File: src/rtl/fleet_controller.sv
// Invader fleet sequencer: formation march, hit arbitration, win/lose detection
// and enemy-fire column search. Spec port names carry _i/_o suffixes ("rand" is reserved).
module fleet_controller #(
    parameter int unsigned COLS        = 8,
    parameter int unsigned ROWS        = 3,
    parameter int unsigned X0          = 150,
    parameter int unsigned Y0          = 40,
    parameter int unsigned DX          = 60,
    parameter int unsigned DY          = 50,
    parameter int unsigned H_STEPS     = 3,
    parameter int unsigned STEP_PERIOD = 50000000,
    parameter int unsigned FIRE_PERIOD = 25000000,
    parameter int unsigned Y_LIMIT     = 400,
    parameter int unsigned FIRE_DX     = 8,
    parameter int unsigned FIRE_DY     = 16
) (
    input  logic                 clk,
    input  logic                 reset,
    input  logic                 start_i,
    input  logic                 hit_valid_i,
    input  logic [4:0]           hit_index_i,
    input  logic                 player_hit_i,
    input  logic                 shot_busy_i,
    input  logic [7:0]           rand_i,
    output logic [9:0]           fleet_x_o,
    output logic [9:0]           fleet_y_o,
    output logic [COLS*ROWS-1:0] alive_mask_o,
    output logic                 kill_ack_o,
    output logic                 fire_req_o,
    output logic [9:0]           fire_x_o,
    output logic [9:0]           fire_y_o,
    output logic [9:0]           score_o,
    output logic [1:0]           game_state_o
);
    localparam int unsigned N  = COLS * ROWS;
    localparam int unsigned SW = (STEP_PERIOD > 1) ? $clog2(STEP_PERIOD) : 1;
    localparam int unsigned FW = (FIRE_PERIOD > 1) ? $clog2(FIRE_PERIOD) : 1;
    localparam int unsigned HW = (H_STEPS > 0) ? $clog2(H_STEPS + 1) : 1;
    localparam int unsigned CW = (COLS > 1) ? $clog2(COLS) : 1;

    typedef enum logic [1:0] {IDLE = 2'd0, PLAY = 2'd1, WIN = 2'd2, LOSE = 2'd3} game_e;
    typedef enum logic {F_WAIT, F_SEARCH} fire_e;

    game_e         state_q, state_d;
    fire_e         srch_q, srch_d;
    logic [9:0]    fleet_x_q, fleet_x_d, fleet_y_q, fleet_y_d;
    logic [N-1:0]  alive_q, alive_d;
    logic [9:0]    score_q, score_d;
    logic          dir_q, dir_d;
    logic [HW-1:0] h_cnt_q, h_cnt_d;
    logic [SW-1:0] step_q, step_d;
    logic [FW-1:0] fire_cnt_q, fire_cnt_d;
    logic [CW-1:0] col_q, col_d, tries_q, tries_d;
    logic          kill_ack_q, kill_ack_d, fire_req_q, fire_req_d;
    logic [9:0]    fire_x_q, fire_x_d, fire_y_q, fire_y_d;

    logic [31:0]   alive_ext;
    logic          any_alive, col_hit, tick, hit_ok;
    logic [9:0]    low_row, col_row, bottom_y;

    always_comb begin
        state_d    = state_q;
        srch_d     = srch_q;
        fleet_x_d  = fleet_x_q;
        fleet_y_d  = fleet_y_q;
        alive_d    = alive_q;
        score_d    = score_q;
        dir_d      = dir_q;
        h_cnt_d    = h_cnt_q;
        step_d     = step_q;
        fire_cnt_d = fire_cnt_q;
        col_d      = col_q;
        tries_d    = tries_q;
        kill_ack_d = 1'b0;
        fire_req_d = 1'b0;
        fire_x_d   = fire_x_q;
        fire_y_d   = fire_y_q;

        // Padded copy keeps out-of-range hit indices from selecting past the mask.
        alive_ext = 32'(alive_q);
        any_alive = 1'b0;
        low_row   = '0;
        for (int unsigned r = 0; r < ROWS; r++)
            for (int unsigned c = 0; c < COLS; c++)
                if (alive_ext[5'(r * COLS + c)]) begin
                    any_alive = 1'b1;
                    low_row   = 10'(r);
                end
        col_hit = 1'b0;
        col_row = '0;
        for (int unsigned r = 0; r < ROWS; r++)
            if (alive_ext[5'(r * COLS) + 5'(col_q)]) begin
                col_hit = 1'b1;
                col_row = 10'(r);
            end
        bottom_y = fleet_y_q + low_row * 10'(DY);
        tick     = (step_q == SW'(STEP_PERIOD - 1));
        hit_ok   = hit_valid_i && (hit_index_i < 5'(N)) && alive_ext[hit_index_i];

        case (state_q)
            IDLE: begin
                srch_d = F_WAIT;
                if (start_i) state_d = PLAY;
            end
            WIN, LOSE: begin
                srch_d = F_WAIT;
                if (start_i) begin
                    state_d    = PLAY;
                    fleet_x_d  = 10'(X0);
                    fleet_y_d  = 10'(Y0);
                    alive_d    = '1;
                    score_d    = '0;
                    dir_d      = 1'b0;
                    h_cnt_d    = '0;
                    step_d     = '0;
                    fire_cnt_d = '0;
                    col_d      = '0;
                    tries_d    = '0;
                    fire_x_d   = '0;
                    fire_y_d   = '0;
                end
            end
            PLAY: begin
                step_d = tick ? '0 : step_q + 1'b1;
                if (tick) begin
                    if (h_cnt_q < HW'(H_STEPS)) begin
                        fleet_x_d = dir_q ? fleet_x_q - 10'(DX) : fleet_x_q + 10'(DX);
                        h_cnt_d   = h_cnt_q + 1'b1;
                    end else begin
                        fleet_y_d = fleet_y_q + 10'(DY);
                        dir_d     = ~dir_q;
                        h_cnt_d   = '0;
                    end
                end
                if (hit_ok) begin
                    alive_d[hit_index_i] = 1'b0;
                    kill_ack_d           = 1'b1;
                    if (score_q != '1) score_d = score_q + 1'b1;
                end
                if (srch_q == F_WAIT) begin
                    if (fire_cnt_q == FW'(FIRE_PERIOD - 1)) begin
                        fire_cnt_d = '0;
                        if (!shot_busy_i) begin
                            srch_d  = F_SEARCH;
                            col_d   = CW'(rand_i % COLS);
                            tries_d = '0;
                        end
                    end else begin
                        fire_cnt_d = fire_cnt_q + 1'b1;
                    end
                end else if (col_hit) begin
                    fire_req_d = 1'b1;
                    fire_x_d   = fleet_x_q + 10'(col_q) * 10'(DX) + 10'(FIRE_DX);
                    fire_y_d   = fleet_y_q + col_row * 10'(DY) + 10'(FIRE_DY);
                    srch_d     = F_WAIT;
                end else begin
                    col_d   = (col_q == CW'(COLS - 1)) ? '0 : col_q + 1'b1;
                    tries_d = tries_q + 1'b1;
                    if (tries_q == CW'(COLS - 1)) srch_d = F_WAIT;
                end
                if (player_hit_i || (any_alive && bottom_y >= 10'(Y_LIMIT))) state_d = LOSE;
                else if (!any_alive) state_d = WIN;
            end
        endcase
    end

    always_ff @(posedge clk) begin
        if (reset) begin
            state_q    <= IDLE;
            srch_q     <= F_WAIT;
            fleet_x_q  <= 10'(X0);
            fleet_y_q  <= 10'(Y0);
            alive_q    <= '1;
            score_q    <= '0;
            dir_q      <= 1'b0;
            h_cnt_q    <= '0;
            step_q     <= '0;
            fire_cnt_q <= '0;
            col_q      <= '0;
            tries_q    <= '0;
            kill_ack_q <= 1'b0;
            fire_req_q <= 1'b0;
            fire_x_q   <= '0;
            fire_y_q   <= '0;
        end else begin
            state_q    <= state_d;
            srch_q     <= srch_d;
            fleet_x_q  <= fleet_x_d;
            fleet_y_q  <= fleet_y_d;
            alive_q    <= alive_d;
            score_q    <= score_d;
            dir_q      <= dir_d;
            h_cnt_q    <= h_cnt_d;
            step_q     <= step_d;
            fire_cnt_q <= fire_cnt_d;
            col_q      <= col_d;
            tries_q    <= tries_d;
            kill_ack_q <= kill_ack_d;
            fire_req_q <= fire_req_d;
            fire_x_q   <= fire_x_d;
            fire_y_q   <= fire_y_d;
        end
    end

    assign fleet_x_o    = fleet_x_q;
    assign fleet_y_o    = fleet_y_q;
    assign alive_mask_o = alive_q;
    assign kill_ack_o   = kill_ack_q;
    assign fire_req_o   = fire_req_q;
    assign fire_x_o     = fire_x_q;
    assign fire_y_o     = fire_y_q;
    assign score_o      = score_q;
    assign game_state_o = state_q;
endmodule

File: config.mk
export PLATFORM = sky130hd
export DESIGN_NAME = fleet_controller
export DESIGN_NICKNAME = d
export VERILOG_FILES = /design/src/rtl/fleet_controller.sv
export SDC_FILE = /design/constraint.sdc
export NUM_CORES = 1
export LEC_CHECK = 0
export ABC_AREA = 1
export BUFFER_PORTS_ARGS = -buffer_cell sky130_fd_sc_hd__clkbuf_2
export CAP_MARGIN = 20
export CORE_UTILIZATION = 38
export DETAILED_ROUTE_END_ITERATION = 8
export SYNTH_ARGS = -nofsm -noshare
export SYNTH_HDL_FRONTEND = slang
export SYNTH_SLANG_ARGS = --single-unit
File: constraint.sdc
create_clock -name clk -period 3.42 [get_ports clk]
set_input_delay 0.171 -clock clk [delete_from_list [all_inputs] [get_ports clk]]
set_output_delay 0.171 -clock clk [all_outputs]
set_load 0.02 [all_outputs]
==> flow_summary_export.csv <==
group,metric,value,unit
yosys,netlist_area,8240,sq um
sta,slew_viol_final,0,
setup_path,crit_chain,"fa_1 -> ha_2 -> fa_2 -> xor2_1 -> ha_1 -> ha_1 -> a21oi_1 -> inv_1 -> a31oi_2 -> nor2_1 -> o21ai_1 -> a21oi_1 -> nand3b_1 -> a21oi_1",
grt,grtUsageTotal,20.0,%
sta,clock_skew,0.00935,ns
sta,setup_ws,0.141,ns
route,vias,8048,
place,hpwl,15700,microns
route,vias_per_cell,5.13,
finish,layout_common_cells,"279 x nand2_1, 135 x dfxtp_1, 130 x inv_1",
finish,fillers,2167,
yosys,yosys-top-cells-area,"dfxtp_1 33%, nand2_1 13%, ha_1 7.9%, a21oi_1 6.8%, inv_1 5.9%",
place,gp_congestion,0.911,
finish,antennaDiodeCount,0,
finish,mostFrequentLayoutCell,"nand2_1",
grt,grt_pass1_wl,35800,microns
clock_network,cts.sinks,135,
floorplan,dieHeight,149,microns
sta,period_minus_slack,3.28,ns
setup_path,crit_path_end_kind,"register",
finish,regArea,2700,sq um
sta,period_share,95.9,%
sta,finalHoldViolCount,0,
grt,gr-total-overflow,0,
setup_path,cp_slowest_cell,"fa_1",
finish,multi_input_area,4870,sq um
sta,max_freq,0.305,GHz
clock_network,cts_tree,"built",
finish,drive_gt1_share,14.2,%
place,place_ws,0.0414,ns
floorplan,die_w,149,microns
floorplan,fp.dieArea,22300,sq um
floorplan,ios,97,
power,ir_worst_vdd,0.000350,V
clock_network,cts_setup_buffers,0,
grt,grt_pass1_vias,7202,
run_status,status,"finished clean",
worst_hold_path,min_path_type,"in -> reg",
finish,area_delta_synth_final,17.8,%
setup_path,slowest_delay,0.50,ns
finish,nNetsFinal,1358,
yosys,yosysSeqAreaShare,32.8,%
route,wire_per_inst,13.8,microns
finish,instances_no_fill,1568,
yosys,synth_cell_type_count,55,
clock_network,path_clk_slew,0.06,ns
route,dr.pass1.iters,5,
yosys,yosys.area.top_type_share,32.8,%
finish,fin_util,45.9,%
route,ant_nets,0,
grt,grt_start_max_net_pins,56,
yosys,postSynthRegisterBits,135,
place,portBuffers,87,
floorplan,start_util,38.9,%
setup_path,start_kind,"register",
route,drcViolationCount,0,
setup_path,required,3.77,ns
setup_path,cp_max_fo,2,
setup_path,crit_family,"adder cells",
clock_network,root_buffer,"clkbuf_16",
floorplan,coreArea,21200,sq um
setup_path,cp_data_arrival_time,3.63,ns
place,dpl.cell_count,1535,
setup_path,crit_buf_inv,1,
run,drv_cap,0,
yosys,yosys_warnings,0,
yosys,synthCells,1190,
sta,finalSetupViolCount,0,
clock_network,cts_buffers,17,
floorplan,num_rows,53,
route,drt-total-wl,21600,microns
sta,fin_setup_tns,0,ns
yosys,yosysTopAreaCell,"dfxtp_1",
sta,whs,0.0531,ns
sta,maxSlewHeadroom,51.9,%
sta,worst_slew_pin_slew,0.719,ns
setup_path,critPathKind,"reg -> reg",
power,powerDensity,476,nW/um^2
route,first_iter_violations,454,
yosys,syn_area_per_cell,6.92,sq um
grt,grt_antenna_before_repair,0,
clock_network,h-tree-depth,4,
clock_network,clk_latency,0.42,ns
power,static-leakage-power,0.00434,uW
setup_path,path_common_cell,"a21oi_1",
clock_network,cts_max_path_buffers,2,
-- cell usage after synthesis (all sizes together) --
cell type and instances:
nand3b 8, a21oi 112, a2bb2oi 1, nand3 83, xnor2 2, or2 14, a221oi 3, buf 20
a21o 1, nand2 284, o31ai 1, a311oi 3, o21bai 3, o221a 1, nand4 28, nor3b 3
clkinv 1, ha 52, clkbuf 21, fa 7, and3 1, or3 1, conb 1, o211ai 1
xor2 15, a22oi 3, nor3 38, o211a 1, dfxtp 135, nor4 11, a32oi 4, a31oi 8
o21a 1, a41oi 1, nor2 98, a32o 7, inv 135, o22ai 4, a211oi 7, o21ai 69
o2111a 1
-- kinds of logic (layout without fill, tap and decap cells) --
logic type / count (synthesis) / count (layout) / share of synthesized area, %
AOI/OAI and AO/OA: 232 / 232 / 16.0
xor gates and xnor gates: 17 / 17 / 1.81
adders and majority gates: 59 / 59 / 9.60
buffers and inverters: 177 / 276 / 8.64
DFF: 135 / 135 / 32.8
other: 1 / 5 / 0.0455
and+or+nand+nor: 569 / 569 / 31.1
-- worst reg2reg max path, stage by stage, from the launching register on --
cell and delay, ns:
dfxtp_1 0.32, fa_1 0.50, ha_2 0.22, fa_2 0.35, xor2_1 0.16, ha_1 0.29, ha_1 0.33, a21oi_1 0.19
inv_1 0.07, a31oi_2 0.16, nor2_1 0.07, o21ai_1 0.17, a21oi_1 0.08, nand3b_1 0.15, a21oi_1 0.15
-- metal layers --
layer  GRT usage (%)  part of all wire [%]
met2            30.7                    44
met1            28.5                    50
met3            3.52                   4.7
met5               0                     0
met4            5.26                   1.1
-- power breakdown --
group	internal, uW	leakage (uW)	switching [uW]
logic	324	0.00291	550
registers	1600	0.00109	36.7
clock network	1410	0.000331	691
-- timing repair --
| action | in CTS | in global routing |
|---|---|---|
| endpoints found under the hold margin | 1 | 0 |
| setup endpoints to repair | 0 | 3 |
| hold buffers | 1 | 0 |
| gates resized for setup | 0 | 8 |
-- registers in the layout (all words and copies together) (netlist names) --
| name | flops |
|---|---|
| fire_req_o | 1 |
| fleet_x_o | 9 |
| tries_q | 3 |
| fire_y_o | 9 |
| score_o | 10 |
| step_q | 26 |
| fire_x_o | 9 |
| fire_cnt_q | 25 |
| dir_q | 1 |
| alive_mask_o | 24 |
| srch_q | 1 |
| h_cnt_q | 2 |
| fleet_y_o | 9 |
| kill_ack_o | 1 |
| col_q | 3 |
| game_state_o | 2 |
-- stage by stage --
step	instance area (sq um)	power (uW)
after detailed placement	8990	2490
final	9710	4620
after global placement	8990	2480
after CTS	9680	4610
after floorplan	8250	2270
after global routing	9710	4860
-- layout make-up --
cell class	instances	area share, %
inverters	136	5.26
clock inverters	6	1.64
repair buffers	108	6.17
multi-input cells	882	50.2
well taps	275	3.54
clock buffers	26	5.35
flip-flops and latches	135	27.8
-- final timing paths --
check / slack [ns] / startpoint / cells past startpoint / end
hold reg to reg: 0.46 / fire_y_o[7]$_SDFFE_PP0P_ / 2 / fire_y_o[7]$_SDFFE_PP0P_
setup reg to reg: 0.14 / col_q[2]$_SDFFE_PP0P_ / 14 / fire_x_o[9]$_SDFFE_PP0P_
setup / recovery: 0.14 / col_q[2]$_SDFFE_PP0P_ / 14 / fire_x_o[9]$_SDFFE_PP0P_
hold / removal: 0.05 / rand_i[0] / 3 / col_q[0]$_SDFFE_PP0P_
Note: power is estimated with default switching activity, not from simulation.
